<file path="config.mk">
export PLATFORM = sky130hd
export DESIGN_NAME = classifier_mem_arb_flat
export DESIGN_NICKNAME = d
export VERILOG_FILES = /design/src/rtl/classifier_mem_arb_if.sv /design/src/rtl/classifier_mem_arb.sv /design/src/flat_wrapper.sv
export SDC_FILE = /design/constraint.sdc
export NUM_CORES = 1
export LEC_CHECK = 0
export ABC_AREA = 1
export CAP_MARGIN = 20
export CORE_AREA = 2 2 172 174
export CTS_CLUSTER_DIAMETER = 100
export DETAILED_ROUTE_END_ITERATION = 10
export DIE_AREA = 0 0 174 176
export DONT_BUFFER_PORTS = 1
export PLACE_DENSITY = 0.3
export SYNTH_ARGS = -nofsm -noshare
export SYNTH_HDL_FRONTEND = slang
export SYNTH_SLANG_ARGS = --single-unit
</file>
<file path="constraint.sdc">
create_clock -name cclk -period 1.4 [get_ports cclk]
set_clock_uncertainty 0.05 [all_clocks]
set_input_delay 0.21 -clock cclk [delete_from_list [all_inputs] [get_ports cclk]]
set_output_delay 0.21 -clock cclk [all_outputs]
set_load 0.01 [all_outputs]
</file>
<file path="src/rtl/classifier_mem_arb_if.sv">
// Bus bundle for classifier_mem_arb: two lookup read ports, one CSR port and
// the single-port memory command/data path. The arbiter uses the slave modport.
interface classifier_mem_arb_if #(
  parameter int ADDR_W = 10,
  parameter int DATA_W = 64
);
  logic              lk0_req_valid;
  logic              lk0_req_ready;
  logic [ADDR_W-1:0] lk0_req_addr;
  logic              lk0_rsp_valid;
  logic [DATA_W-1:0] lk0_rsp_data;

  logic              lk1_req_valid;
  logic              lk1_req_ready;
  logic [ADDR_W-1:0] lk1_req_addr;
  logic              lk1_rsp_valid;
  logic [DATA_W-1:0] lk1_rsp_data;

  logic              csr_req_valid;
  logic              csr_req_ready;
  logic              csr_req_wr;
  logic [ADDR_W-1:0] csr_req_addr;
  logic [DATA_W-1:0] csr_req_wdata;
  logic              csr_rsp_valid;
  logic [DATA_W-1:0] csr_rsp_rdata;

  logic              mem_en;
  logic              mem_wr;
  logic [ADDR_W-1:0] mem_addr;
  logic [DATA_W-1:0] mem_wdata;
  logic [DATA_W-1:0] mem_rdata;

  logic              init_done;

  modport slave (
    input  lk0_req_valid, lk0_req_addr,
    output lk0_req_ready, lk0_rsp_valid, lk0_rsp_data,
    input  lk1_req_valid, lk1_req_addr,
    output lk1_req_ready, lk1_rsp_valid, lk1_rsp_data,
    input  csr_req_valid, csr_req_wr, csr_req_addr, csr_req_wdata,
    output csr_req_ready, csr_rsp_valid, csr_rsp_rdata,
    output mem_en, mem_wr, mem_addr, mem_wdata,
    input  mem_rdata,
    output init_done
  );

  modport master (
    output lk0_req_valid, lk0_req_addr,
    input  lk0_req_ready, lk0_rsp_valid, lk0_rsp_data,
    output lk1_req_valid, lk1_req_addr,
    input  lk1_req_ready, lk1_rsp_valid, lk1_rsp_data,
    output csr_req_valid, csr_req_wr, csr_req_addr, csr_req_wdata,
    input  csr_req_ready, csr_rsp_valid, csr_rsp_rdata,
    input  mem_en, mem_wr, mem_addr, mem_wdata,
    output mem_rdata,
    input  init_done
  );
endinterface

</file>
<file path="src/rtl/classifier_mem_arb.sv">
// Single-port classifier memory arbiter: round-robin lookups, starvation-bounded CSR,
// fixed-latency read tag pipeline. Optional zeroing sweep: CLASSIFIER_MEM_INIT_EN.
module classifier_mem_arb #(
  parameter int ADDR_W     = 10,
  parameter int DATA_W     = 64,
  parameter int RD_LAT     = 2,
  parameter int CSR_STARVE = 8
) (
  input logic                  cclk,
  input logic                  rst_n,
  classifier_mem_arb_if.slave  bus
);

  localparam int CNT_W = $clog2(CSR_STARVE + 2);
  localparam logic [CNT_W-1:0] STARVE_MAX = CNT_W'(CSR_STARVE);

  if (RD_LAT < 1 || RD_LAT > 4) begin : g_bad_rd_lat
    $error("classifier_mem_arb: RD_LAT must be within 1..4");
  end

  function automatic logic [CNT_W-1:0] sat_inc(input logic [CNT_W-1:0] v);
    return (v >= STARVE_MAX) ? v : v + CNT_W'(1);
  endfunction

  logic              init_ok;
  logic              sweep_wr;
  logic [ADDR_W-1:0] sweep_addr;

`ifdef CLASSIFIER_MEM_INIT_EN
  typedef enum logic [1:0] {IDLE, SWEEP, DONE} init_state_t;

  init_state_t       state;
  init_state_t       state_nxt;
  logic [ADDR_W-1:0] sweep_cnt;

  always_ff @(posedge cclk or negedge rst_n) begin
    if (!rst_n) begin
      state     <= IDLE;
      sweep_cnt <= '0;
    end else begin
      state <= state_nxt;
      if (state == SWEEP) sweep_cnt <= sweep_cnt + ADDR_W'(1);
    end
  end

  always_comb begin
    state_nxt = state;
    sweep_wr  = 1'b0;
    case (state)
      IDLE:  state_nxt = SWEEP;
      SWEEP: begin
        sweep_wr = 1'b1;
        if (&sweep_cnt) state_nxt = DONE;
      end
      DONE:    state_nxt = DONE;
      default: state_nxt = IDLE;
    endcase
  end

  assign sweep_addr = sweep_cnt;
  assign init_ok    = (state == DONE);
`else
  always_ff @(posedge cclk or negedge rst_n) begin
    if (!rst_n) init_ok <= 1'b0;
    else        init_ok <= 1'b1;
  end

  assign sweep_wr   = 1'b0;
  assign sweep_addr = '0;
`endif

  logic             gnt_lk0;
  logic             gnt_lk1;
  logic             gnt_csr;
  logic             csr_force;
  logic             rr_last_lk1;
  logic [CNT_W-1:0] starve_cnt;

  assign csr_force = bus.csr_req_valid && (starve_cnt == STARVE_MAX);

  // A starved CSR overrides both lookups; otherwise lookups share round-robin.
  always_comb begin
    gnt_lk0 = 1'b0;
    gnt_lk1 = 1'b0;
    gnt_csr = 1'b0;
    if (init_ok) begin
      if (csr_force) begin
        gnt_csr = 1'b1;
      end else if (bus.lk0_req_valid && bus.lk1_req_valid) begin
        if (rr_last_lk1) gnt_lk0 = 1'b1;
        else             gnt_lk1 = 1'b1;
      end else if (bus.lk0_req_valid) begin
        gnt_lk0 = 1'b1;
      end else if (bus.lk1_req_valid) begin
        gnt_lk1 = 1'b1;
      end else if (bus.csr_req_valid) begin
        gnt_csr = 1'b1;
      end
    end
  end

  assign bus.lk0_req_ready = gnt_lk0;
  assign bus.lk1_req_ready = gnt_lk1;
  assign bus.csr_req_ready = gnt_csr;

  always_ff @(posedge cclk or negedge rst_n) begin
    if (!rst_n) begin
      rr_last_lk1 <= 1'b1;
      starve_cnt  <= '0;
    end else begin
      if (gnt_lk0)      rr_last_lk1 <= 1'b0;
      else if (gnt_lk1) rr_last_lk1 <= 1'b1;

      if (bus.csr_req_valid && !gnt_csr) starve_cnt <= sat_inc(starve_cnt);
      else                               starve_cnt <= '0;
    end
  end

  // Memory command, issued in the same cycle as the accepted request.
  always_comb begin
    bus.mem_en    = 1'b0;
    bus.mem_wr    = 1'b0;
    bus.mem_addr  = '0;
    bus.mem_wdata = '0;
    if (sweep_wr) begin
      bus.mem_en   = 1'b1;
      bus.mem_wr   = 1'b1;
      bus.mem_addr = sweep_addr;
    end else if (gnt_lk0) begin
      bus.mem_en   = 1'b1;
      bus.mem_addr = bus.lk0_req_addr;
    end else if (gnt_lk1) begin
      bus.mem_en   = 1'b1;
      bus.mem_addr = bus.lk1_req_addr;
    end else if (gnt_csr) begin
      bus.mem_en   = 1'b1;
      bus.mem_wr   = bus.csr_req_wr;
      bus.mem_addr = bus.csr_req_addr;
      if (bus.csr_req_wr) bus.mem_wdata = bus.csr_req_wdata;
    end
  end

  // Read tag pipeline: one-hot {lk0, lk1, csr} per issued read, stage i = i+1 cycles old.
  logic [2:0] tag_p [RD_LAT];
  logic [2:0] tag_tail;

  always_ff @(posedge cclk or negedge rst_n) begin
    if (!rst_n) begin
      for (int i = 0; i < RD_LAT; i++) tag_p[i] <= '0;
    end else begin
      tag_p[0] <= {gnt_lk0, gnt_lk1, gnt_csr && !bus.csr_req_wr};
      for (int i = 1; i < RD_LAT; i++) tag_p[i] <= tag_p[i-1];
    end
  end

  // Response stage: the tail tag steers mem_rdata; data is zero when not steered.
  assign tag_tail = tag_p[RD_LAT-1];

  assign bus.lk0_rsp_valid = tag_tail[2];
  assign bus.lk1_rsp_valid = tag_tail[1];
  assign bus.csr_rsp_valid = tag_tail[0];
  assign bus.lk0_rsp_data  = tag_tail[2] ? bus.mem_rdata : '0;
  assign bus.lk1_rsp_data  = tag_tail[1] ? bus.mem_rdata : '0;
  assign bus.csr_rsp_rdata = tag_tail[0] ? bus.mem_rdata : '0;

  assign bus.init_done = init_ok;

endmodule
</file>
<file path="src/flat_wrapper.sv">
// flat-port wrapper written by rule: the top's interface ports become plain ports
module classifier_mem_arb_flat 
#(
  parameter int ADDR_W     = 10,
  parameter int DATA_W     = 64,
  parameter int RD_LAT     = 2,
  parameter int CSR_STARVE = 8
)
  (cclk, rst_n, bus_lk0_req_valid, bus_lk0_req_addr, bus_lk0_req_ready, bus_lk0_rsp_valid, bus_lk0_rsp_data, bus_lk1_req_valid, bus_lk1_req_addr, bus_lk1_req_ready, bus_lk1_rsp_valid, bus_lk1_rsp_data, bus_csr_req_valid, bus_csr_req_wr, bus_csr_req_addr, bus_csr_req_wdata, bus_csr_req_ready, bus_csr_rsp_valid, bus_csr_rsp_rdata, bus_mem_en, bus_mem_wr, bus_mem_addr, bus_mem_wdata, bus_mem_rdata, bus_init_done);
  classifier_mem_arb_if #(.ADDR_W(ADDR_W), .DATA_W(DATA_W)) bus_i ();
  input logic cclk;
  input logic rst_n;
  input wire logic [$bits(bus_i.lk0_req_valid)-1:0] bus_lk0_req_valid;
  input wire logic [$bits(bus_i.lk0_req_addr)-1:0] bus_lk0_req_addr;
  output wire logic [$bits(bus_i.lk0_req_ready)-1:0] bus_lk0_req_ready;
  output wire logic [$bits(bus_i.lk0_rsp_valid)-1:0] bus_lk0_rsp_valid;
  output wire logic [$bits(bus_i.lk0_rsp_data)-1:0] bus_lk0_rsp_data;
  input wire logic [$bits(bus_i.lk1_req_valid)-1:0] bus_lk1_req_valid;
  input wire logic [$bits(bus_i.lk1_req_addr)-1:0] bus_lk1_req_addr;
  output wire logic [$bits(bus_i.lk1_req_ready)-1:0] bus_lk1_req_ready;
  output wire logic [$bits(bus_i.lk1_rsp_valid)-1:0] bus_lk1_rsp_valid;
  output wire logic [$bits(bus_i.lk1_rsp_data)-1:0] bus_lk1_rsp_data;
  input wire logic [$bits(bus_i.csr_req_valid)-1:0] bus_csr_req_valid;
  input wire logic [$bits(bus_i.csr_req_wr)-1:0] bus_csr_req_wr;
  input wire logic [$bits(bus_i.csr_req_addr)-1:0] bus_csr_req_addr;
  input wire logic [$bits(bus_i.csr_req_wdata)-1:0] bus_csr_req_wdata;
  output wire logic [$bits(bus_i.csr_req_ready)-1:0] bus_csr_req_ready;
  output wire logic [$bits(bus_i.csr_rsp_valid)-1:0] bus_csr_rsp_valid;
  output wire logic [$bits(bus_i.csr_rsp_rdata)-1:0] bus_csr_rsp_rdata;
  output wire logic [$bits(bus_i.mem_en)-1:0] bus_mem_en;
  output wire logic [$bits(bus_i.mem_wr)-1:0] bus_mem_wr;
  output wire logic [$bits(bus_i.mem_addr)-1:0] bus_mem_addr;
  output wire logic [$bits(bus_i.mem_wdata)-1:0] bus_mem_wdata;
  input wire logic [$bits(bus_i.mem_rdata)-1:0] bus_mem_rdata;
  output wire logic [$bits(bus_i.init_done)-1:0] bus_init_done;
  assign bus_i.lk0_req_valid = bus_lk0_req_valid;
  assign bus_i.lk0_req_addr = bus_lk0_req_addr;
  assign bus_lk0_req_ready = bus_i.lk0_req_ready;
  assign bus_lk0_rsp_valid = bus_i.lk0_rsp_valid;
  assign bus_lk0_rsp_data = bus_i.lk0_rsp_data;
  assign bus_i.lk1_req_valid = bus_lk1_req_valid;
  assign bus_i.lk1_req_addr = bus_lk1_req_addr;
  assign bus_lk1_req_ready = bus_i.lk1_req_ready;
  assign bus_lk1_rsp_valid = bus_i.lk1_rsp_valid;
  assign bus_lk1_rsp_data = bus_i.lk1_rsp_data;
  assign bus_i.csr_req_valid = bus_csr_req_valid;
  assign bus_i.csr_req_wr = bus_csr_req_wr;
  assign bus_i.csr_req_addr = bus_csr_req_addr;
  assign bus_i.csr_req_wdata = bus_csr_req_wdata;
  assign bus_csr_req_ready = bus_i.csr_req_ready;
  assign bus_csr_rsp_valid = bus_i.csr_rsp_valid;
  assign bus_csr_rsp_rdata = bus_i.csr_rsp_rdata;
  assign bus_mem_en = bus_i.mem_en;
  assign bus_mem_wr = bus_i.mem_wr;
  assign bus_mem_addr = bus_i.mem_addr;
  assign bus_mem_wdata = bus_i.mem_wdata;
  assign bus_i.mem_rdata = bus_mem_rdata;
  assign bus_init_done = bus_i.init_done;
  classifier_mem_arb #(.ADDR_W(ADDR_W), .DATA_W(DATA_W), .RD_LAT(RD_LAT), .CSR_STARVE(CSR_STARVE)) u_core (.cclk(cclk), .rst_n(rst_n), .bus(bus_i));
endmodule
</file>
==> metrics.md, run 1 <==
| Metric | Value |
|---|---|
| H-tree lvl count | `1` |
| Core Rows | `62` |
| Post-synthesis sequential area ratio | `10.38%` |
| Switching share of power | `42.64%` |
| Number of max-cap violations | `0` |
| Initial Util | `10.17%` |
| Data required, critical path | `1140 ps` |
| Die Area | `30620 um2` |
| Netlist cell types | `18` |
| Most used flip-flop cell after synthesis | `dfrtp_1` |
| Initial antenna violation count | `0` |
| TritonCTS clock tree | `yes` |
| Avg Vias per Cell | `3.750` |
| Rel. slew slack | `61.12%` |
| GRT overflow | `0` |
| Die height | `176 um` |
| Yosys top cell by area | `nand2_1` |
| Share of flip-flops with an asynchronous set or reset | `100.0%` |
| Number of global-route vias before repair | `3349` |
| Commonest cells post-synth | `nand2_1, inv_1, nor2_1, nand3_1, nand4_1` |
| Tcrit/Tclk final | `137.7%` |
| Max incr delay on CP | `380 ps` |
| All-Layer GR Usage | `9.338%` |
| Internal power | `1.303 mW` |
| Maximum clock frequency | `518.7 MHz` |
| DR vias | `4091` |
| R2R setup slack | `-230 ps` |
| Setup WS post-layout | `-527.9 ps` |
| Final GP Congestion | `0.7790` |
| Inserted Clock Buffers | `3` |
| Crit Path Class | `reg -> out` |
| Worst hold slack | `44.88 ps` |
| Clk slew on worst S/H paths | `50 ps` |
| Drt pass-1 iters | `4` |
| Failing checks | `negative setup slack` |
| Outcome | `finished, violations left` |
| Global-route wire length before repair | `21720 um` |
| Post-Syn Nets | `820` |
| VDD IR max | `0.4081 mV` |
| Largest net degree at the start of global routing | `67` |
| Area grow syn2layout | `105.6%` |
| Io pins | `439` |
| Initial DRC count | `149` |
| Sequential power share | `17.7%` |
| Switching pwr | `968.7 uW` |
| Final wirelength | `19840 um` |
| Critical Path End Type | `output pin` |
| Leak | `3.810 nW` |
| Final Net Count | `874` |
| Slew Viols, Final | `0` |
| Skew-Pair Late Insertion Delay | `240 ps` |
| WL/cell | `18.18 um` |
| Core area | `28550 um2` |
| Fraction of layout cells with a size suffix above 1 | `60.96%` |
| Post-synthesis instance total | `654` |
| CTS Buffer Depth | `2` |
| Mapped Area | `2904 um2` |
| Detail Route Antenna Nets | `0` |
| Ys Warns | `0` |
| Worst-Margin Slew | `581.2 ps` |
| # setup viols final | `207` |
| DR DRC count | `0` |
| DIE WIDTH | `174 um` |
| # port buffers | `0` |
| Ranking of synthesized cells by area | `nand2_1, inv_1, dfrtp_1` |
| Most instantiated library cell after synthesis | `nand2_1` |
| Post-detail-place hpwl | `12960 um` |
| Post-synth top area share | `33.86%` |
| Setup TNS | `-42620 ps` |
| Final min period | `1928 ps` |
| Crit path arrival time | `1670 ps` |
| Worst-path fanout max | `4` |
| Clock sinks | `12` |
| Cell Pwr Density | `380.4 nW/um2` |
| Ant. Diodes | `0` |
| Min-delay worst type | `in -> reg` |
| Clock share of power | `25.9%` |
| Slowest cell on crit path | `dfrtp_1` |
| Final hold violations | `0` |
| Startpoint types | `register` |
| CTS root buf | `clkbuf_16` |
| RSZ-0062 raised after global routing | `true` |
| Number of synthesized flops with an enable pin | `0` |
| Logic pwr share | `56.4%` |
| Avg Inst Size Synth | `4.440 um2` |
| Synth Register Bits | `12` |
| Critical path cell sequence | `inv_2, ha_4, inv_2, nor2_4, nand2_4, buf_4, buf_6, nand3_4, nand3_1, buf_4` |
-- final timing paths --
kind | from | to | cells past startpoint
setup / recovery | u_core.starve_cnt[1]$_DFFE_PN0P_ | bus_mem_en | 10
hold / removal | bus_csr_req_valid | u_core.starve_cnt[0]$_DFFE_PN0P_ | 2
setup reg to reg | u_core.starve_cnt[1]$_DFFE_PN0P_ | u_core.starve_cnt[0]$_DFFE_PN0P_ | 11
hold reg to reg | u_core.tag_p[4]$_DFF_PN0_ | u_core.tag_tail[1]$_DFF_PN0_ | 0
max in group asynchronous | rst_n | u_core.tag_tail[1]$_DFF_PN0_ | 1
min in group asynchronous | rst_n | u_core.tag_p[3]$_DFF_PN0_ | 1
-- area by class of cell --
type | instances | area [um2]
Fill cell | 3148 | 22580
Timing Repair Buffer | 92 | 1328
Inverter | 207 | 909.6
Multi-Input combinational cell | 392 | 2856
Sequential cell | 12 | 309.0
Tap cell | 384 | 480.5
Clock buffer | 4 | 88.84
-- cell usage in the layout (no fill, tap or decap), types with 13 or more instances in the layout --
| master | synthesis | routed |
|---|---|---|
| nor2_4 | 0 | 40 |
| nand2_2 | 2 | 32 |
| clkbuf_16 | 0 | 16 |
| inv_1 | 207 | 86 |
| buf_6 | 7 | 15 |
| nand2_1 | 262 | 149 |
| nand3_2 | 0 | 19 |
| nand2_4 | 1 | 83 |
| inv_4 | 0 | 51 |
| nand4_1 | 20 | 20 |
| buf_12 | 0 | 13 |
| inv_2 | 0 | 69 |
| nor2_2 | 0 | 28 |
| buf_4 | 0 | 36 |
-- registers in the layout, summed over array words and instances (netlist names) --
| signal | flops |
|---|---|
| u_core.rr_last_lk1 | 1 |
| u_core.starve_cnt | 4 |
| u_core.tag_tail | 3 |
| u_core.bus.init_done | 1 |
| u_core.tag_p | 3 |
-- power groups by stage --
| stage | clock, mW | combinational, mW | sequential (mW) |
|---|---|---|---|
| after CTS | 0.603 | 0.882 | 0.399 |
| final | 0.589 | 1.28 | 0.402 |
| after global placement | 0 | 0.763 | 0.398 |
| after detailed placement | 0 | 0.751 | 0.396 |
| after global routing | 0.622 | 1.37 | 0.405 |
| after floorplan | 0 | 0.585 | 0.396 |
-- routing by layer --
metal  vias to the layer above  routed length, um  GRT usage, %
met1                      1868               7129         9.954
li1                       1911                  -             -
met3                        19               1650         2.713
met4                         0                423         1.576
met5                         -                  0             0
met2                       293              10630         18.31
-- what timing repair did --
| action | CTS | global route |
|---|---|---|
| resized for setup | 70 | 425 |
| endpoints found under the hold margin | 13 | 0 |
| cloned | 5 | 18 |
| pin swaps | 11 | 92 |
| hold buffers | 2 | 0 |
| setup buffers | 10 | 9 |
| setup endpoints to repair | 118 | 211 |
-- critical path, delay by kind of cell (launching register included) --
kind / cells / cell delay [ps]
buffers and inverters: 5 / 550
adders and majority gates: 1 / 130
DFF: 1 / 380
and+or+nand+nor: 4 / 370
-- per-stage QoR --
stage                     util [%]  instance area (um2)  instances  total power [mW]  setup slack [ps]
after detailed placement     13.49                 3850       1048             1.147            -371.5
after global routing         20.92                 5972       1091             2.395            -622.2
after global placement       13.49                 3850       1048             1.161            -319.4
final                        20.92                 5972       1091             2.272            -527.9
after floorplan                  -                 3122        654            0.9802            -112.4
after CTS                    15.47                 4415       1067             1.884            -540.3
-- logic make-up (layout without fill, tap and decap cells) --
logic type	Yosys count	count (layout)	share of synthesized area, %
simple gates	383	384	52.78
buf+inv	251	303	34.73
flops	12	12	10.38
compound gates	3	3	0.5169
fa+ha+maj	2	2	0.8616
xor+xnor	2	2	0.6033
other cells	1	1	0.1291
No activity file was read; power rests on OpenSTA's default activity.
==> run 2: changes to the inputs <==
--- a/config.mk
+++ b/config.mk
@@ -7,10 +7,10 @@
 export LEC_CHECK = 0
 export ABC_AREA = 1
 export CAP_MARGIN = 20
-export CORE_AREA = 2 2 172 174
+export CORE_AREA = 2 2 173 175
 export CTS_CLUSTER_DIAMETER = 100
 export DETAILED_ROUTE_END_ITERATION = 10
-export DIE_AREA = 0 0 174 176
+export DIE_AREA = 0 0 175 177
 export DONT_BUFFER_PORTS = 1
 export PLACE_DENSITY = 0.3
 export SYNTH_ARGS = -nofsm -noshare
==> constraint.sdc (replaced) <==
create_clock -name cclk -period 1.4 [get_ports cclk]
set_clock_uncertainty 0.05 [all_clocks]
set_input_delay 0.28 -clock cclk [delete_from_list [all_inputs] [get_ports cclk]]
set_output_delay 0.28 -clock cclk [all_outputs]
set_load 0.01 [all_outputs]
==> metrics.md, run 2 (synthesis results as in run 1) <==
| Metric | Value |
|---|---|
| Number of global-route vias before repair | `3514 (+4.9%)` |
| Number of max-cap violations | `0 (unchanged)` |
| H-tree lvl count | `1 (unchanged)` |
| Critical Path End Type | `output pin` |
| Outcome | `finished, violations left` |
| Most frequent CP cell | `inv_2` |
| Initial antenna violation count | `0 (unchanged)` |
| # port buffers | `0 (unchanged)` |
| VDD IR max | `0.3318 mV (-19%)` |
| FILL cells | `3177 (+0.92%)` |
| Post-detail-place hpwl | `12640 um (-2.5%)` |
| CTS root buf | `clkbuf_16` |
| RR Startpoint | `u_core.starve_cnt[0]$_DFFE_PN0P_` |
| Hold Path Origin | `bus_csr_req_wr` |
| Detail Route Antenna Nets | `0 (unchanged)` |
| Failing checks | `negative setup slack` |
| Tcrit/Tclk final | `144.2% (+6.5 points)` |
| Global-route wire length before repair | `24680 um (+14%)` |
| Die Area | `30980 um2 (+1.1%)` |
| Avg Vias per Cell | `3.859 (+2.9%)` |
| Fraction of layout cells with a size suffix above 1 | `80.87% (+20 points)` |
| # setup viols final | `270 (+30%)` |
| Skew-Pair Late Insertion Delay | `240 ps (about the same)` |
| Worst-Margin Slew | `605.6 ps (+24.37 ps)` |
| Post-layout util | `22.39% (+1.5 points)` |
| Worst-path fanout max | `8 (+4)` |
| Commonest non-fill, non-tap cell in the layout | `inv_2` |
| Setup TNS | `-63040 ps (-20420 ps)` |
| Startpoint types | `register` |
| Initial Util | `9.930% (-0.24 points)` |
| DR vias | `4249 (+3.9%)` |
| Tot Pwr | `2.395 mW (+5.4%)` |
| Slowest cell on crit path | `dfrtp_1` |
| Worst path bufs/invs | `4 (-1)` |
| Core area | `29240 um2 (+2.4%)` |
| Placed cells | `1048 (unchanged)` |
| DIE WIDTH | `175 um (+0.57%)` |
| Final Net Count | `878 (+0.46%)` |
| WL/cell | `19.30 um (+6.2%)` |
| Leak | `4.268 nW (+12%)` |
| Die height | `177 um (+0.57%)` |
| Maximum clock frequency | `495.2 MHz (-4.5%)` |
| CTS Buffer Depth | `2 (unchanged)` |
| Cell Pwr Density | `365.8 nW/um2 (-3.8%)` |
| Most frequent cells in the layout | `inv_2, nand2_4, nand2_1` |
| Worst hold slack | `90.82 ps (+45.94 ps)` |
| Crit Path Class | `reg -> out` |
| Initial DRC count | `117 (-21%)` |
| GRT overflow | `0 (unchanged)` |
| Ant. Diodes | `0 (unchanged)` |
| Final GP Congestion | `0.8111 (+4.1%)` |
| Final wirelength | `21250 um (+7.1%)` |
| TritonCTS clock tree | `yes` |
| Fin cells | `1101 (+0.92%)` |
| Crit path arrival time | `1690 ps (+20 ps)` |
| Reg with most FFs | `u_core.starve_cnt` |
| Slew Viols, Final | `0 (unchanged)` |
| Max incr delay on CP | `380 ps (about the same)` |
| DR DRC count | `0 (unchanged)` |
| Clock sinks | `12 (unchanged)` |
| CP delay by family, top | `simple AND/OR/NAND/NOR gates` |
| Drt pass-1 iters | `4 (unchanged)` |
| All-Layer GR Usage | `11.13% (+1.8 points)` |
| Data required, critical path | `1070 ps (-70 ps)` |
| Area grow syn2layout | `125.5%` |
| Critical path cell sequence | `inv_2, ha_4, inv_2, nor2_2, nand2_2, nand2_4, nand2_8, buf_16, nor2_4, buf_6` |
| Setup WS post-layout | `-619.4 ps (-91.49 ps)` |
| Min-delay worst type | `in -> reg` |
| Largest net degree at the start of global routing | `67 (unchanged)` |
| Max FFs per register | `4 (unchanged)` |
| Inserted Clock Buffers | `3 (unchanged)` |
| Final hold violations | `0 (unchanged)` |
| Clk slew on worst S/H paths | `40 ps (about the same)` |
| Rel. slew slack | `59.49% (-1.6 points)` |
| RSZ-0062 raised after global routing | `true` |
| Crit path from | `u_core.starve_cnt[0]$_DFFE_PN0P_` |
| Final min period | `2019 ps (+91.49 ps)` |
| Core Rows | `63 (+1.6%)` |
| Io pins | `439 (unchanged)` |
-- run 2: cell types whose count changed in the layout (fill, tap and decap cells not counted), sizes merged --
cell	before	now
clkbuf	17	10
buf	77	89
dlygate4sd3	2	1
nand2	266	265
bufbuf	0	1
-- run 2: power by group --
group | switching (mW) | internal (mW) | leakage, nW
clock network | 0.146 | 0.383 | 0.0382
registers | 0.0184 | 0.377 | 0.152
logic | 0.874 | 0.597 | 4.08
total | 1.04 | 1.36 | 4.27
-- run 2: worst register-to-register path, stage by stage (launching register included) --
cell and delay, ps:
dfrtp_1 380, inv_2 80, ha_4 130, inv_2 30
nor2_2 100, nand2_2 90, nand2_4 90, nand2_8 120
buf_4 200, buf_4 140, nand2_2 70, nor2_1 40
-- run 2: what timing repair did --
item | 4_1_cts | 5_1_grt
hold endpoints to repair | 12 | 0
gates resized for setup | 353 | 337
endpoints found under the setup margin | 257 | 281
pin swaps | 45 | 66
hold buffers | 1 | 0
setup buffers | 15 | 16
gates cloned | 21 | 7
-- run 2: area by class of cell --
type | instances | area [um2] | area share (%)
clock buffer | 4 | 78.83 | 1.204
inverter | 207 | 829.5 | 12.67
multi-input combinational | 391 | 3319 | 50.70
sequential | 12 | 305.3 | 4.663
tap | 390 | 488.0 | 7.453
timing repair buffer | 97 | 1526 | 23.31
-- run 2: per-stage QoR --
stage          setup WS (ps)  cell area (um2)
2_1_floorplan         -182.4             3122
3_3_place_gp          -392.7             3787
3_5_place_dp          -415.5             3787
4_1_cts               -617.8             5550
5_1_grt               -683.6             6548
6_report              -619.4             6548
-- run 2: metal layers --
layer	global-route usage (%)	up-vias	share of wire, %
li1	-	1922	-
met1	11.64	1987	35
met2	22.48	307	55
met3	1.869	33	7.1
met4	3.229	0	3.0
met5	0	-	0
-- run 2: path summary, 6_finish.rpt --
path / depth (start not counted) / slack, ps / endpoint
worst min-delay path: 1 / 90 / u_core.tag_p[3]$_DFF_PN0_
worst max register to register: 11 / -240 / u_core.starve_cnt[0]$_DFFE_PN0P_
min in group asynchronous: 1 / 440 / u_core.tag_p[4]$_DFF_PN0_
worst max-delay path: 10 / -620 / bus_mem_wdata[59]
worst min register to register: 0 / 310 / u_core.tag_tail[0]$_DFF_PN0_
max in group asynchronous: 1 / 420 / u_core.tag_tail[0]$_DFF_PN0_
==> run 3: changes to the inputs <==
--- a/config.mk
+++ b/config.mk
@@ -12,6 +12,7 @@
 export DETAILED_ROUTE_END_ITERATION = 10
 export DIE_AREA = 0 0 175 177
 export DONT_BUFFER_PORTS = 1
+export MAX_ROUTING_LAYER = met4
 export PLACE_DENSITY = 0.3
 export SYNTH_ARGS = -nofsm -noshare
 export SYNTH_HDL_FRONTEND = slang
==> metrics.md, run 3 (synthesis results as in run 1) <==
| Metric | Value |
|---|---|
| Initial antenna violation count | `0 (unchanged)` |
| Skew-Pair Late Insertion Delay | `240 ps (about the same)` |
| Worst-Margin Slew | `597.3 ps (-8.243 ps)` |
| WL/cell | `19.32 um (+0.12%)` |
| Post-detail-place hpwl | `12640 um (unchanged)` |
| # setup viols final | `271 (+0.37%)` |
| GRT overflow | `0 (unchanged)` |
| Reg with most FFs | `u_core.starve_cnt` |
| Min-delay worst type | `in -> reg` |
| Final min period | `2015 ps (-4.300 ps)` |
| Multi-input logic area | `3319 um2 (unchanged)` |
| Fraction of layout cells with a size suffix above 1 | `80.87% (unchanged)` |
| Die Area | `30980 um2 (unchanged)` |
| Placed Area | `3787 um2 (unchanged)` |
| Crit path from | `u_core.starve_cnt[0]$_DFFE_PN0P_` |
| Hold Path End | `u_core.tag_p[3]$_DFF_PN0_` |
| Final GP Congestion | `0.8231 (+1.5%)` |
| Slowest cell on crit path | `dfrtp_1` |
| Crit Path Class | `reg -> out` |
| Post-Layout Inst Area | `6545 um2 (about the same)` |
| Critical path cell sequence | `inv_2, ha_4, inv_2, nor2_2, nand2_2, nand2_4, nand2_8, buf_16, nor2_4, buf_6` |
| Initial Util | `9.930% (unchanged)` |
| Initial DRC count | `106 (-9.4%)` |
| Detail Route Antenna Nets | `0 (unchanged)` |
| Maximum clock frequency | `496.3 MHz (+0.21%)` |
| Tcrit/Tclk final | `143.9% (-0.31 points)` |
| All-Layer GR Usage | `11.45% (+0.32 points)` |
| Io pins | `439 (unchanged)` |
| Clk slew on worst S/H paths | `40 ps (about the same)` |
| Data required, critical path | `1070 ps (about the same)` |
| Largest net degree at the start of global routing | `67 (unchanged)` |
| Ant. Diodes | `0 (unchanged)` |
| Outcome | `finished, violations left` |
| Leak | `4.268 nW (about the same)` |
| Core area | `29240 um2 (unchanged)` |
| Rel. slew slack | `60.05% (+0.55 points)` |
| Worst-path fanout max | `8 (unchanged)` |
| RSZ-0062 raised after global routing | `true` |
| Register cell area after layout | `305.3 um2 (unchanged)` |
| Hold Path Origin | `bus_csr_req_wr` |
| H-tree lvl count | `1 (unchanged)` |
| Startpoint types | `register` |
| FILL cells | `3177 (unchanged)` |
| Core Rows | `63 (unchanged)` |
| Hold path depth | `1 (unchanged)` |
| Final wirelength | `21280 um (+0.12%)` |
| Setup WS post-layout | `-615.1 ps (+4.300 ps)` |
| R2R depth | `11 (unchanged)` |
| Crit path arrival time | `1690 ps (about the same)` |
| Worst path bufs/invs | `4 (unchanged)` |
| Final Net Count | `878 (unchanged)` |
| Die height | `177 um (unchanged)` |
| TritonCTS clock tree | `yes` |
| Max FFs per register | `4 (unchanged)` |
| CTS Buffer Depth | `2 (unchanged)` |
| RR Startpoint | `u_core.starve_cnt[0]$_DFFE_PN0P_` |
| DR DRC count | `0 (unchanged)` |
| Worst hold slack | `96.69 ps (+5.879 ps)` |
| Area grow syn2layout | `125.4% (about the same)` |
| Number of max-cap violations | `0 (unchanged)` |
| Inserted Clock Buffers | `3 (unchanged)` |
| Global-route wire length before repair | `24710 um (+0.11%)` |
| R2R setup slack | `-230 ps (about the same)` |
| Clock sinks | `12 (unchanged)` |
| # port buffers | `0 (unchanged)` |
| DR vias | `4236 (-0.31%)` |
| Post-layout util | `22.38% (about the same)` |
| Tot Pwr | `2.391 mW (-0.17%)` |
| CTS root buf | `clkbuf_16` |
| Worst R2R End | `u_core.starve_cnt[0]$_DFFE_PN0P_` |
| Slew Viols, Final | `0 (unchanged)` |
| Crit path depth | `10 (unchanged)` |
| VDD IR max | `0.3331 mV (+0.40%)` |
| Number of global-route vias before repair | `3525 (+0.31%)` |
| Max incr delay on CP | `380 ps (about the same)` |
| Commonest non-fill, non-tap cell in the layout | `inv_2` |
| Most frequent cells in the layout | `inv_2, nand2_4, nand2_1` |
| DIE WIDTH | `175 um (unchanged)` |
| Critical Path End Type | `output pin` |
| Failing checks | `negative setup slack` |
| Drt pass-1 iters | `4 (unchanged)` |
| Most frequent CP cell | `inv_2` |
| Avg Vias per Cell | `3.847 (-0.31%)` |
| CP delay by family, top | `simple AND/OR/NAND/NOR gates` |
| Final hold violations | `0 (unchanged)` |
| Cell Pwr Density | `365.3 nW/um2 (-0.13%)` |
## run 3: cell types whose count changed in the layout (fill, tap and decap cells not counted)
cell / previous run / this run
inv_2: 173 / 174
inv_4: 21 / 20
## run 3: power breakdown
part           switching, mW  internal [mW]
Sequential            0.0184          0.377
Clock                  0.144          0.383
Combinational          0.873          0.596
Total                   1.03           1.36
## run 3: worst max-delay path by stage
stage                        end  slack [ps]
6_report       bus_mem_wdata[59]        -620
5_1_grt        bus_mem_wdata[59]        -680
4_1_cts        bus_mem_wdata[58]        -620
3_5_place_dp   bus_mem_wdata[55]        -420
3_3_place_gp   bus_mem_wdata[62]        -390
2_1_floorplan  bus_mem_wdata[10]        -180
## run 3: worst reg2reg max path, stage by stage, from the launching register on
cell,delay (ps)
dfrtp_1,380
inv_2,80
ha_4,130
inv_2,30
nor2_2,100
nand2_2,90
nand2_4,90
nand2_8,120
buf_4,200
buf_4,140
nand2_2,70
nor2_1,40
## run 3: layout make-up
| cell class | instances | area share [%] |
|---|---|---|
| Clock buffer | 4 | 1.204 |
| Inverter | 207 | 12.64 |
| Sequential cell | 12 | 4.665 |
| Multi-Input combinational cell | 391 | 50.72 |
| Tap cell | 390 | 7.456 |
| Timing Repair Buffer | 97 | 23.32 |
## run 3: per-stage QoR
step	TNS, ps	std cells	setup slack, ps
2_1_floorplan	-13570	654	-182.4
6_report	-62420	1101	-615.1
4_1_cts	-66280	1089	-617.8
3_3_place_gp	-25830	1048	-392.7
3_5_place_dp	-25200	1048	-415.5
5_1_grt	-74860	1101	-681.7
## run 3: layer usage
layer / track usage [%] / vias up / part of all wire, %
met3: 1.632 / 36 / 7.0
met5: - / - / 0
li1: - / 1922 / -
met2: 22.51 / 307 / 55
met1: 11.75 / 1971 / 35
met4: 3.229 / 0 / 2.7
## run 3: what timing repair did
action,4_1_cts,5_1_grt
cloned,21,7
hold buffers,1,0
pin swaps,45,65
buffers inserted,15,16
gates resized for setup,353,336
endpoints found under the hold margin,12,0
setup endpoints to repair,257,281
==> variant 1, RTL diff (config.mk and constraints of run 2) <==
Build with the macro `CLASSIFIER_MEM_INIT_EN` defined.
--- a/src/rtl/classifier_mem_arb.sv
+++ b/src/rtl/classifier_mem_arb.sv
@@ -1,5 +1,7 @@
 // Single-port classifier memory arbiter: round-robin lookups, starvation-bounded CSR,
 // fixed-latency read tag pipeline. Optional zeroing sweep: CLASSIFIER_MEM_INIT_EN.
+`define CLASSIFIER_MEM_INIT_EN
+
 module classifier_mem_arb #(
   parameter int ADDR_W     = 10,
   parameter int DATA_W     = 64,
Function: changed (Yosys sat finds a counterexample within 4 cycles, from zero or initial values and one cycle with rst_n low).
==> variant 1 against run 2 <==
  * Synthesized area grew 34%
  * Sequential cell count increased by 11
  * Routed wire length up 15%
  * Power is 35% lower
  * Critical endpoint is now bus_mem_wdata[2]
  * The run still ends with setup timing left
  * Critical path type unchanged
  * First-iteration DRC count up 23%
  * Count of clock-buffer cells in the layout down 1
  * Register-to-register slack worse by 0.07 ns
  * Clock power is 22% higher
  * Final area rose by 30%
  * Worst setup slack got worse by 0.028 ns
  * Maximum frequency shrank 1.4%
==> variant 1: results (changes against run 2) <==
number of buffers added by the clock tree synthesis step 3 (unchanged); number of port buffers 0 (unchanged); IR drop worst, VDD 0.332 mV (+0.12%); H-tree Lvls 1 (unchanged); number of global-route vias before repair 4459 (+27%); diode insertion count for antenna repair 0 (unchanged); min setup slack post-route -0.647 ns (-0.0281 ns); dominant cells by area after synthesis nand2_1, inv_1, dfrtp_1; number of DRC markers after the initial detailed-route iteration 144 (+23%); slack of the worst reg-to-reg path -0.31 ns (-0.07 ns); largest net degree at the start of global routing 65 (-3.0%); Worst Reg2Reg Path Length in Cells 12 (+1); gate count of the mapped netlist 753 (+15%); share of synthesized registers carrying an async set or reset 1.00 (unchanged); post-place setup slack -0.435 ns (-0.0193 ns); worst hold margin 0.0383 ns (-0.0525 ns); detailed-route via count 5088 (+20%); leakage 5.89 nW (+38%); post-DR vias/cell 4.13 (+7.1%); share of cells above drive strength 1 0.774 (-0.0346); run status finished with violations; library cells used by synthesis 24 (+6); count of buffers added by post-CTS timing repair for setup 26 (+11); number of endpoints failing setup at the final stage 283 (+4.8%); number of placed cells counting well taps 1161 (+11%); number of synthesized flops with an enable pin 0 (unchanged); GRT Resource Usage Total 0.132 (+0.0203); fraction of the yosys area taken by sequential cells 0.148 (+0.0440); first-pass GRT wire length 30500 um (+24%); clock slew seen by the registers of the worst setup and hold paths 0.06 ns (+0.02 ns); Critical Path Fanout Max 7 (-1); top cells by instance count after synthesis nand2_1, inv_1, nor3_2; max FFs per register 10 (+6); synthesized netlist net count 923 (+13%); Hold Crit Depth 1 (unchanged); routability cong. 0.748 (-7.8%); Post-CTS Hold Fix Bufs 2 (+1); final wirelength 24300 um (+15%); Crit path largest cell delay 0.39 ns; Area after DPL 4820 um2 (+27%); failing checks setup timing; Detailed Place HPWL 14100 um (+11%); Final #Nets 1012 (+15%); Worst Tran Pin Value 0.249 ns (-0.356 ns); dominant synthesized flop cell dfrtp_1; delay-heaviest family, CP simple AND/OR/NAND/NOR gates; latest clock arrival within the worst-skew pair 0.26 ns (+0.02 ns); # resized after CTS 391 (+11%)
-- variant 1: cell count changes after synthesis, moves of 8 or more --
cell	before	now
clkbuf_1	15	31
nor3_1	0	16
nor2_1	72	26
nand4_1	20	12
dfrtp_1	11	22
nand2_1	262	308
nor3_2	0	50
-- variant 1: cells by family after synthesis --
kind of cell / count (synthesis) / share of synthesized area
fa+ha+maj: 6 / 0.0192
compound gates: 9 / 0.0115
simple gates: 443 / 0.532
flops: 23 / 0.148
xor+xnor: 9 / 0.0202
buf+inv: 263 / 0.269
-- variant 1: routing by layer --
layer  vias up  part of all wire  GRT usage
met3        23             0.069     0.0161
met4         0             0.015     0.0167
met1      2445              0.38      0.157
li1       2335                 -          -
met2       285              0.54      0.257
met5         -                 0          0
-- variant 1: report_power, final --
group | internal [mW] | total, mW | switching [mW] | leakage (nW)
Clock | 0.388 | 0.645 | 0.258 | 0.0371
Combinational | 0.0944 | 0.243 | 0.149 | 5.56
Sequential | 0.672 | 0.677 | 0.00523 | 0.295
Total | 1.15 | 1.57 | 0.412 | 5.89
-- variant 1: worst max-delay path by stage --
stage,depth (start not counted),endpoint,slack (ns)
after floorplan,10,bus_mem_wdata[11],-0.28
after global placement,8,bus_mem_addr[7],-0.47
after detailed placement,8,bus_mem_addr[7],-0.43
after CTS,9,bus_mem_wdata[37],-0.64
after global routing,10,bus_mem_wdata[47],-0.73
final,10,bus_mem_wdata[2],-0.65
-- variant 1: area by class of cell --
| cell class | count | area [um2] |
|---|---|---|
| Fill cell | 3024 | 20700 |
| Multi-Input combinational cell | 468 | 4390 |
| Timing Repair Buffer | 134 | 1960 |
| Clock inverter | 1 | 7.51 |
| Clock buffer | 3 | 75.1 |
| Sequential cell | 23 | 583 |
| Inverter | 212 | 1030 |
| Tap cell | 390 | 488 |
==> variant 2, RTL diff (settings of run 2) <==
Without the edit above. `CSR_STARVE` is set to 8 in 2 places; all go to 4.
--- a/src/rtl/classifier_mem_arb.sv
+++ b/src/rtl/classifier_mem_arb.sv
@@ -4,7 +4,7 @@
   parameter int ADDR_W     = 10,
   parameter int DATA_W     = 64,
   parameter int RD_LAT     = 2,
-  parameter int CSR_STARVE = 8
+  parameter int CSR_STARVE = 4
 ) (
   input logic                  cclk,
   input logic                  rst_n,
--- a/src/flat_wrapper.sv
+++ b/src/flat_wrapper.sv
@@ -4,7 +4,7 @@
   parameter int ADDR_W     = 10,
   parameter int DATA_W     = 64,
   parameter int RD_LAT     = 2,
-  parameter int CSR_STARVE = 8
+  parameter int CSR_STARVE = 4
 )
   (cclk, rst_n, bus_lk0_req_valid, bus_lk0_req_addr, bus_lk0_req_ready, bus_lk0_rsp_valid, bus_lk0_rsp_data, bus_lk1_req_valid, bus_lk1_req_addr, bus_lk1_req_ready, bus_lk1_rsp_valid, bus_lk1_rsp_data, bus_csr_req_valid, bus_csr_req_wr, bus_csr_req_addr, bus_csr_req_wdata, bus_csr_req_ready, bus_csr_rsp_valid, bus_csr_rsp_rdata, bus_mem_en, bus_mem_wr, bus_mem_addr, bus_mem_wdata, bus_mem_rdata, bus_init_done);
   classifier_mem_arb_if #(.ADDR_W(ADDR_W), .DATA_W(DATA_W)) bus_i ();
Formal check against the unedited RTL: same outputs for any inputs over 4 cycles, from zero or initial values and one cycle with rst_n low; that may be too few to reach the edited logic, so the function may still have changed.
==> variant 2 against run 2 <==
  * The flow still finishes with violations (setup timing)
  * Synthesized cell count decreased by 2.4%
  * Routed wire length is 3.3% lower
  * Maximum frequency increased by 5.2%
  * Power up 7.5%
  * First-iteration DRC count is 25% lower
  * Via count is 1.0% lower
  * Sequential cell count decreased by 1
  * Sequential power is 4% lower
  * Worst setup slack better by 0.10 ns
  * Synthesized area down 4.9%
  * Final area rose by 2.6%
  * Die area unchanged
  * Clock power barely moved
  * Non-clock buffer count up 17
  * Critical path type unchanged
  * Largest cell class unchanged
==> variant 2: results (changes against run 2) <==
IR drop worst, VDD 0.297 mV (-10%); number of DRC markers after the initial detailed-route iteration 88 (-25%); Worst slew margin 0.664 (+0.0686); latest clock arrival within the worst-skew pair 0.24 ns (about the same); number of endpoints failing setup at the final stage 264 (-2.2%); residual overflow from global routing 0 (unchanged); buffer type at the clock tree root clkbuf_16; number of port buffers 0 (unchanged); top cells by instance count after synthesis nand2_1, inv_1, nor2_1; library cells used by synthesis 18 (unchanged); worst hold margin 0.0607 ns (-0.0301 ns); diode insertion count for antenna repair 0 (unchanged); internal portion of total power 1.41 mW (+3.9%); number of placed cells counting well taps 1055 (+0.67%); adder-cell share of the synthesized area 0.00906 (+0.000445); # resized after CTS 338 (-4.2%); slack of the worst reg-to-reg path -0.07 ns (+0.17 ns); share of cells above drive strength 1 0.760 (-0.0489); first-pass GRT wire length 23500 um (-4.6%); endpoint of the worst hold-timing path u_core.tag_p[3]; RR Endpoint u_core.rr_last_lk1; Final #Nets 883 (+0.57%); clock slew seen by the registers of the worst setup and hold paths 0.04 ns (about the same); Detailed Place HPWL 11600 um (-7.9%); number of warnings issued by yosys 0 (unchanged); Area after DPL 3850 um2 (+1.6%); failing checks setup timing; leakage 4.34 nW (+1.8%); share of synthesized registers carrying an async set or reset 1.00 (unchanged); detailed-route via count 4206 (-1.0%); routability cong. 0.794 (-2.2%); min setup slack post-route -0.519 ns (+0.100 ns); count of buffers added by post-CTS timing repair for setup 14 (-1); post-DR vias/cell 3.80 (-1.5%); final-layout setup total negative slack -53.54 ns (+9.49 ns); number of buffers added by the clock tree synthesis step 3 (unchanged); H-tree Lvls 1 (unchanged); synthesized-area fraction occupied by xor and xnor cells 0.00317 (-0.00286); dominant synthesized flop cell dfrtp_1; maximum buffer depth of the clock tree 2 (unchanged); hold wc startpoint bus_csr_req_wr; synthesized netlist net count 804 (-2.0%); largest net degree at the start of global routing 67 (unchanged); number of global-route vias before repair 3675 (+4.6%); Critical Path Fanout Max 9 (+1); drt pass-1 iters 4 (unchanged); Hold Crit Depth 1 (unchanged); Post-CTS Hold Fix Bufs 1 (unchanged); run status finished with violations; fraction of the yosys area taken by sequential cells 0.100 (-0.00370); final wirelength 20500 um (-3.3%); GRT Resource Usage Total 0.103 (-0.00843); startpoint of the worst-slack reg-to-reg timing path u_core.starve_cnt[0]; hold crit path type in2reg; post-place setup slack -0.284 ns (+0.132 ns); compound-cell area share of the yosys netlist 0.00362 (-0.00155); Worst Reg2Reg Path Length in Cells 9 (-2); multiplexer share of the synthesized area 0.00362 (+0.00362); gate count of the mapped netlist 638 (-2.4%); dominant cells by area after synthesis nand2_1, inv_1, dfrtp_1
==> variant 2: changes by cell type after synthesis, sizes merged, moves of 3 or more <==
cell    before  now
buf         29    5
clkbuf      15   36
inv        207  200
nand2      265  273
nand3       26   23
nand4       20   10
==> variant 2: final cells by class <==
class | instances | area (um2)
fill | 3130 | 22500
tap | 390 | 488
timing repair buffer | 114 | 1630
clock inverter | 1 | 5.00
multi-input combinational | 387 | 3310
inverter | 200 | 926
sequential | 11 | 282
clock buffer | 3 | 75.1
==> variant 2: how the worst max path moves through the flow <==
stage                          from          endpoint  slack (ns)  cells after the start
2_1_floorplan  u_core.starve_cnt[0]   bus_mem_addr[1]       -0.16                      8
3_5_place_dp   u_core.starve_cnt[0]        bus_mem_wr       -0.28                      8
4_1_cts        u_core.starve_cnt[0]   bus_mem_addr[5]       -0.52                      9
6_report       u_core.starve_cnt[0]   bus_mem_addr[5]       -0.52                      9
5_1_grt        u_core.starve_cnt[0]  bus_mem_wdata[0]       -0.60                      8
3_3_place_gp   u_core.starve_cnt[0]        bus_mem_wr       -0.27                      8
==> variant 2: power by group through the flow <==
stage                     clock (mW)  sequential (mW)  combinational, mW
after floorplan                    0            0.379              0.645
after global placement             0            0.378              0.843
after detailed placement           0            0.377              0.825
after CTS                      0.541            0.380               1.35
after global routing           0.565            0.386               1.77
final                          0.530            0.382               1.66
==> variant 2: routing by layer <==
layer	share of wire	GRT usage
met4	0.016	0.0229
met3	0.065	0.0178
met5	0	0
met2	0.59	0.222
met1	0.33	0.0984
==> variant 2: critical path, stage by stage (launching register included) <==
cell and delay [ns]:
dfrtp_1 0.36, inv_2 0.05, ha_4 0.16, nand3_4 0.10, buf_6 0.11, nand2_2 0.08
nor2_4 0.15, buf_6 0.15, nand2_1 0.09, nand3_2 0.10
